--- src/rtl/uart_rx_fifo_if.sv ---
`default_nettype none
// ============================================================================
// Module   : uart_rx_fifo_if
// Brief    : CPU-side IO read path of the UART receiver: pop/clear strobes,
//            FIFO head byte, occupancy and sticky status flags.
// Revision : 1.0  initial release
// ============================================================================
interface uart_rx_fifo_if #(
    parameter int DEPTH = 8
);
    logic                       i_rd;
    logic                       i_clr;
    logic [7:0]                 o_data;
    logic                       o_valid;
    logic [$clog2(DEPTH+1)-1:0] o_count;
    logic                       o_overrun;
    logic                       o_frame_err;

    // CPU / bus side: issues strobes, reads data and status
    modport master (
        output i_rd, i_clr,
        input  o_data, o_valid, o_count, o_overrun, o_frame_err
    );

    // Receiver side: consumes strobes, presents data and status
    modport slave (
        input  i_rd, i_clr,
        output o_data, o_valid, o_count, o_overrun, o_frame_err
    );
endinterface
`default_nettype wire

--- src/rtl/uart_rx_fifo.sv ---
`default_nettype none
// ============================================================================
// Module   : uart_rx_fifo
// Brief    : 8N1 UART receiver (LSB first) feeding a first-word-fall-through
//            receive FIFO with sticky overrun / framing-error flags.
// Revision : 1.0  initial release
// ============================================================================
module uart_rx_fifo #(
    parameter int clk_freq_hz = 10_000_000,
    parameter int baud_rate   = 1_000_000,
    parameter int DEPTH       = 8
) (
    input  wire logic     clk,
    input  wire logic     resetn,
    input  wire logic     i_rx,
    uart_rx_fifo_if.slave bus
);
    localparam int CPB   = clk_freq_hz / baud_rate;
    localparam int CNT_W = $clog2(CPB);
    localparam int AW    = $clog2(DEPTH);
    localparam int CW    = $clog2(DEPTH + 1);

    localparam logic [CNT_W-1:0] CNT_HALF   = CNT_W'(CPB / 2 - 1);
    localparam logic [CNT_W-1:0] CNT_FULL   = CNT_W'(CPB - 1);
    localparam logic [CW-1:0]    COUNT_FULL = CW'(DEPTH);

    localparam logic [2:0] S_IDLE      = 3'd0;
    localparam logic [2:0] S_START     = 3'd1;
    localparam logic [2:0] S_DATA      = 3'd2;
    localparam logic [2:0] S_STOP      = 3'd3;
    localparam logic [2:0] S_WAIT_HIGH = 3'd4;

    logic             rx_meta;
    logic             rx_s;
    logic [2:0]       state;
    logic [2:0]       state_next;
    logic [CNT_W-1:0] bit_cnt;
    logic [2:0]       bit_idx;
    logic [7:0]       shift;
    logic             tick;
    logic             load_half;
    logic             count_active;
    logic             sample_data;
    logic             push_now;
    logic             frame_now;
    logic             push_req;
    logic             frame_req;
    logic [7:0]       push_data;
    logic [7:0]       mem [DEPTH];
    logic [AW-1:0]    wr_ptr;
    logic [AW-1:0]    rd_ptr;
    logic [CW-1:0]    count;
    logic             overrun;
    logic             frame_err;
    logic             fifo_full;
    logic             fifo_empty;
    logic             do_push;
    logic             do_pop;

    assign tick = (bit_cnt == '0);

    // Two-flop synchronizer; idles high so reset does not fake a start bit
    always_ff @(posedge clk) begin
        if (!resetn) begin
            rx_meta <= 1'b1;
            rx_s    <= 1'b1;
        end else begin
            rx_meta <= i_rx;
            rx_s    <= rx_meta;
        end
    end

    // Receive FSM state register
    always_ff @(posedge clk) begin
        if (!resetn) state <= S_IDLE;
        else         state <= state_next;
    end

    // Receive FSM next-state logic; all decisions are taken at mid-bit ticks
    always_comb begin
        state_next = state;
        case (state)
            S_IDLE:      if (!rx_s) state_next = S_START;
            S_START:     if (tick)  state_next = rx_s ? S_IDLE : S_DATA;
            S_DATA:      if (tick && bit_idx == 3'd7) state_next = S_STOP;
            S_STOP:      if (tick)  state_next = rx_s ? S_IDLE : S_WAIT_HIGH;
            S_WAIT_HIGH: if (rx_s)  state_next = S_IDLE;
            default:     state_next = S_IDLE;
        endcase
    end

    // Receive FSM outputs: counter control, bit capture and frame-end events
    always_comb begin
        load_half    = 1'b0;
        count_active = 1'b0;
        sample_data  = 1'b0;
        push_now     = 1'b0;
        frame_now    = 1'b0;
        case (state)
            S_IDLE:  load_half = !rx_s;
            S_START: count_active = 1'b1;
            S_DATA: begin
                count_active = 1'b1;
                sample_data  = tick;
            end
            S_STOP: begin
                count_active = 1'b1;
                push_now     = tick && rx_s;
                frame_now    = tick && !rx_s;
            end
            default: ;
        endcase
    end

    // Bit timer, bit index and LSB-first shift register
    always_ff @(posedge clk) begin
        if (!resetn) begin
            bit_cnt <= '0;
            bit_idx <= '0;
            shift   <= '0;
        end else begin
            if (load_half)         bit_cnt <= CNT_HALF;
            else if (count_active) bit_cnt <= tick ? CNT_FULL : bit_cnt - 1'b1;
            if (state == S_START)  bit_idx <= '0;
            if (sample_data) begin
                shift[bit_idx] <= rx_s;
                bit_idx        <= bit_idx + 3'd1;
            end
        end
    end

    // Frame-end events are registered so FIFO and flags act one edge after the stop sample
    always_ff @(posedge clk) begin
        if (!resetn) begin
            push_req  <= 1'b0;
            frame_req <= 1'b0;
            push_data <= '0;
        end else begin
            push_req  <= push_now;
            frame_req <= frame_now;
            if (push_now) push_data <= shift;
        end
    end

    assign fifo_full  = (count == COUNT_FULL);
    assign fifo_empty = (count == '0);
    assign do_pop     = bus.i_rd && !fifo_empty;
    // A pop in the same cycle frees the slot a full FIFO would otherwise lack
    assign do_push    = push_req && (!fifo_full || do_pop);

    // FIFO storage, wrapping pointers and independent occupancy counter
    always_ff @(posedge clk) begin
        if (!resetn) begin
            wr_ptr <= '0;
            rd_ptr <= '0;
            count  <= '0;
            for (int i = 0; i < DEPTH; i++) mem[i] <= '0;
        end else begin
            if (do_push) begin
                mem[wr_ptr] <= push_data;
                wr_ptr      <= wr_ptr + 1'b1;
            end
            if (do_pop) rd_ptr <= rd_ptr + 1'b1;
            if (do_push && !do_pop)      count <= count + 1'b1;
            else if (!do_push && do_pop) count <= count - 1'b1;
        end
    end

    // Sticky error flags; a same-cycle setting event overrides the clear
    always_ff @(posedge clk) begin
        if (!resetn) begin
            overrun   <= 1'b0;
            frame_err <= 1'b0;
        end else begin
            if (bus.i_clr) begin
                overrun   <= 1'b0;
                frame_err <= 1'b0;
            end
            if (push_req && !do_push) overrun   <= 1'b1;
            if (frame_req)            frame_err <= 1'b1;
        end
    end

    assign bus.o_data      = mem[rd_ptr];
    assign bus.o_valid     = !fifo_empty;
    assign bus.o_count     = count;
    assign bus.o_overrun   = overrun;
    assign bus.o_frame_err = frame_err;

endmodule
`default_nettype wire
--- src/flat_wrapper.sv ---
// flat-port wrapper written by rule: the top's interface ports become plain ports
module uart_rx_fifo_flat 
#(
    parameter int clk_freq_hz = 10_000_000,
    parameter int baud_rate   = 1_000_000,
    parameter int DEPTH       = 8
)
  (clk, resetn, i_rx, bus_i_rd, bus_i_clr, bus_o_data, bus_o_valid, bus_o_count, bus_o_overrun, bus_o_frame_err);
  uart_rx_fifo_if #(.DEPTH(DEPTH)) bus_i ();
  input  wire logic clk;
  input  wire logic resetn;
  input  wire logic i_rx;
  input wire logic [$bits(bus_i.i_rd)-1:0] bus_i_rd;
  input wire logic [$bits(bus_i.i_clr)-1:0] bus_i_clr;
  output wire logic [$bits(bus_i.o_data)-1:0] bus_o_data;
  output wire logic [$bits(bus_i.o_valid)-1:0] bus_o_valid;
  output wire logic [$bits(bus_i.o_count)-1:0] bus_o_count;
  output wire logic [$bits(bus_i.o_overrun)-1:0] bus_o_overrun;
  output wire logic [$bits(bus_i.o_frame_err)-1:0] bus_o_frame_err;
  assign bus_i.i_rd = bus_i_rd;
  assign bus_i.i_clr = bus_i_clr;
  assign bus_o_data = bus_i.o_data;
  assign bus_o_valid = bus_i.o_valid;
  assign bus_o_count = bus_i.o_count;
  assign bus_o_overrun = bus_i.o_overrun;
  assign bus_o_frame_err = bus_i.o_frame_err;
  uart_rx_fifo #(.clk_freq_hz(clk_freq_hz), .baud_rate(baud_rate), .DEPTH(DEPTH)) u_core (.clk(clk), .resetn(resetn), .i_rx(i_rx), .bus(bus_i));
endmodule
--- config.mk ---
export PLATFORM = sky130hd
export DESIGN_NAME = uart_rx_fifo_flat
export DESIGN_NICKNAME = d
export VERILOG_FILES = /design/src/rtl/uart_rx_fifo_if.sv /design/src/rtl/uart_rx_fifo.sv /design/src/flat_wrapper.sv
export SDC_FILE = /design/constraint.sdc
export NUM_CORES = 1
export LEC_CHECK = 0
export BUFFER_PORTS_ARGS = -buffer_cell sky130_fd_sc_hd__buf_2
export CAP_MARGIN = 25
export CORE_MARGIN = 8
export CORE_UTILIZATION = 57
export DETAILED_ROUTE_END_ITERATION = 8
export MAX_ROUTING_LAYER = met4
export PLACE_DENSITY = 0.8
export SKIP_CTS_REPAIR_TIMING = 1
export SLEW_MARGIN = 10
export SYNTH_ARGS = -nofsm -noshare
export SYNTH_HDL_FRONTEND = slang
export SYNTH_SLANG_ARGS = --single-unit
--- constraint.sdc ---
create_clock -name clk -period 5.4 [get_ports clk]
set_input_delay 0 -clock clk [delete_from_list [all_inputs] [get_ports clk]]
set_output_delay 0 -clock clk [all_outputs]
set_load 0.05 [all_outputs]
==> impl_metrics.toml <==
[final_layout]
final_cells = 529
diodes = 0
fin_area_um2 = 5140
seqCellArea_um2 = 2820
nets = 432
fill_cells = 621
drive_above_1_share_pct = 17.7
multi_input_area_um2 = 1810
syn_to_final_growth_pct = 7.76
fin_util_pct = 62.9

[setup_path]
reg2reg_to = "u_core.bus.o_count[3]$_SDFFE_PN0P_"
cp-endpoint = "u_core.bus.o_count[3]$_SDFFE_PN0P_"
critical_path_class = "reg2reg"
crit_path_start = "u_core.bus.o_count[0]$_SDFFE_PN0P_"
reg2regPathDepth = 9
cp-end-kind = "flop"
crit_path_start_kind = "flop"
reg2reg_setup_slack_ns = 2.74
regToRegStartpoint = "u_core.bus.o_count[0]$_SDFFE_PN0P_"
arrival_ns = 2.97
crit_fanout = 10
cp.required_ns = 5.71

[clock_tree]
numCtsBuffers = 9
h-tree-depth = 3
root_buffer = "clkbuf_8"
clk_path_buf_depth = 2
clk_latency_ns = 0.37
clkTransAtPathRegs_ns = 0.10
numClockSinks = 109
cts_tree = "done"

[global_routing]
grt_pass1_wl_um = 14600
gr-usage-met1_pct = 19.9
grt_pass1_vias = 2980
grtUsageMet3_pct = 4.91
grt_start_max_net_pins = 28
grt_use_met2_pct = 27.1
overflow = 0
groute.usage.overall_pct = 16.9
antenna_found_initial = 0
busiest_layer = "met2"

[logic_synthesis]
ys_async_sr_fraction_pct = 0
synth_top_area_share_pct = 40.3
netlist_area_um2 = 4770
synth_area_leaders = "edfxtp_1 (40%), dfxtp_1 (19%), nor2_1 (7.6%)"
synth_nets = 414
syn_avg_cell_area_um2 = 11.9
syn_inst = 401
synthDistinctLibCells = 47
synth-seq-cells = 109
synth.most_common_cell = "nor2_1"
ys.flop_type = "edfxtp_1"
synthTopCellsByCount = "nor2_1 (97), edfxtp_1 (64), dfxtp_1 (45)"
yosysSeqAreaShare_pct = 59.2
ys.warnings.count = 0
yosys.area.top_type = "edfxtp_1"
synth_edf_count = 64

[drt]
wl_per_cell_um = 17.2
first_iter_violations = 183
first_pass_iters = 5
vias_per_cell = 5.82
drtAntennaViolNets = 0
drc = 0
routed_wl_um = 9080
dr_total_vias = 3079

[place]
postPlaceCellArea_um2 = 4910
placedCellCount = 506
place_congestion = 0.834
dp_hpwl_um = 6530
io_buffers = 19

[die]
die_area_um2 = 11600
initial_core_util_pct = 58.3
rows = 33
core-area_um2 = 8180
dieWidth_um = 107
ios = 20
die_h_um = 107

[timing]
fin_crit_sh_pct = 49.3
tightest_slew_ns = 0.983
min_period_ns = 2.66
skew_ns = 0.0122
hold_violations = 0
setup-violations-final = 0
finalSetupTns_ns = 0
rsz0062_at_grt = "no"
slew_violations = 0
max_freq_mhz = 376
maxSlewHeadroom_pct = 33.7

[min_path]
hold_class = "in2reg"

[power]
power_density_nw_per_um2 = 378
leakagePower_nw = 1.87
irDropWorstVdd_mv = 0.469

[status]
outcome = "finished clean"

[run]
drv_cap = 0
[sequential cells by signal, summed over array words and instances (netlist names), named ones only]
register                count
u_core.bus.o_frame_err      1
u_core.push_req             1
u_core.bit_cnt              4
u_core.state                3
u_core.wr_ptr               3
u_core.frame_req            1
u_core.rx_s                 1
u_core.bit_idx              3
u_core.shift                8
u_core.rx_meta              1
u_core.bus.o_count          4
u_core.rd_ptr               3
u_core.mem                 64
u_core.bus.o_overrun        1
u_core.push_data            8
[how the worst min path moves through the flow]
stage                      start                        end  slack (ns)  depth (start not counted)
final                     resetn     u_core.rx_s$_SDFF_PN1_        0.03                          2
after global routing      resetn     u_core.rx_s$_SDFF_PN1_        0.02                          2
after CTS                   i_rx  u_core.rx_meta$_SDFF_PN1_       -0.20                          2
after detailed placement    i_rx  u_core.rx_meta$_SDFF_PN1_        0.20                          2
after global placement      i_rx  u_core.rx_meta$_SDFF_PN1_        0.19                          2
after floorplan             i_rx  u_core.rx_meta$_SDFF_PN1_        0.10                          1
[worst max-delay path, stage by stage (launching register included)]
cell      delay [ns]
dfxtp_1         0.39
or3_1           0.41
o31a_1          0.45
ha_1            0.29
inv_1           0.13
ha_1            0.28
a21oi_1         0.19
a211oi_1        0.09
a31oi_1         0.18
mux2i_1         0.19
[cell type report]
type                    count  share of cell area [%]
well taps                 105                    2.56
clock inverters             7                   0.949
inverters                   5                   0.365
clock buffers               9                    2.41
multi-input cells         264                    35.2
repair buffers             30                    3.55
flip-flops and latches    109                    54.9
[power by group]
group / leakage [nW] / internal, W / switching [W]
Combinational: 0.772 / 0.000202 / 0.000325
Sequential: 1.02 / 0.000922 / 0.0000542
Clock: 0.0811 / 0.000169 / 0.000269
Total: 1.87 / 0.00129 / 0.000648
[metal layers]
metal	vias up	routed length (um)
li1	1466	-
met1	1496	3790
met2	109	4570
met3	8	604
met4	0	116
met5	-	0
[logic make-up (layout without fill, tap and decap cells)]
| kind of cell | after synthesis | in the layout | synth area share [%] |
|---|---|---|---|
| AOI/OAI and AO/OA | 32 | 32 | 4.46 |
| muxes | 42 | 42 | 13.2 |
| adders and majority gates | 8 | 8 | 2.26 |
| buffers and inverters | 28 | 51 | 2.83 |
| and+or+nand+nor | 176 | 176 | 16.9 |
| DFF | 109 | 109 | 59.2 |
| xor gates and xnor gates | 6 | 6 | 1.10 |
[cell usage in the layout, fill, tap and decap left out, types with 2 or more instances in the layout]
cell type / instances
o31ai_1: 3
a31oi_1: 2
o41ai_1: 4
nand2b_1: 6
a22oi_1: 2
a21oi_1: 6
mux2i_1: 17
xor2_1: 3
nand3_1: 11
nor4_1: 3
clkbuf_8: 9
ha_1: 7
o311ai_0: 3
mux4_2: 16
nor4b_1: 2
clkinvlp_4: 2
mux2_2: 9
nor2_1: 97
a211oi_1: 2
inv_1: 4
o21ai_0: 8
buf_2: 22
nor3_1: 3
nand2_1: 39
nand3b_4: 2
dfxtp_1: 45
clkinv_1: 2
buf_4: 3
nand3b_1: 2
dlygate4sd3_1: 3
edfxtp_1: 64
xnor2_1: 3
[stage by stage]
stage	hold slack, ns	power [W]	worst slack, ns
2_1_floorplan	0.101	0.00141	2.54
3_3_place_gp	0.185	0.00150	2.74
3_5_place_dp	0.196	0.00151	2.75
4_1_cts	-0.199	0.00194	2.74
5_1_grt	0.0238	0.00203	2.49
6_report	0.0312	0.00194	2.74
No activity file was read; power rests on OpenSTA's default activity.
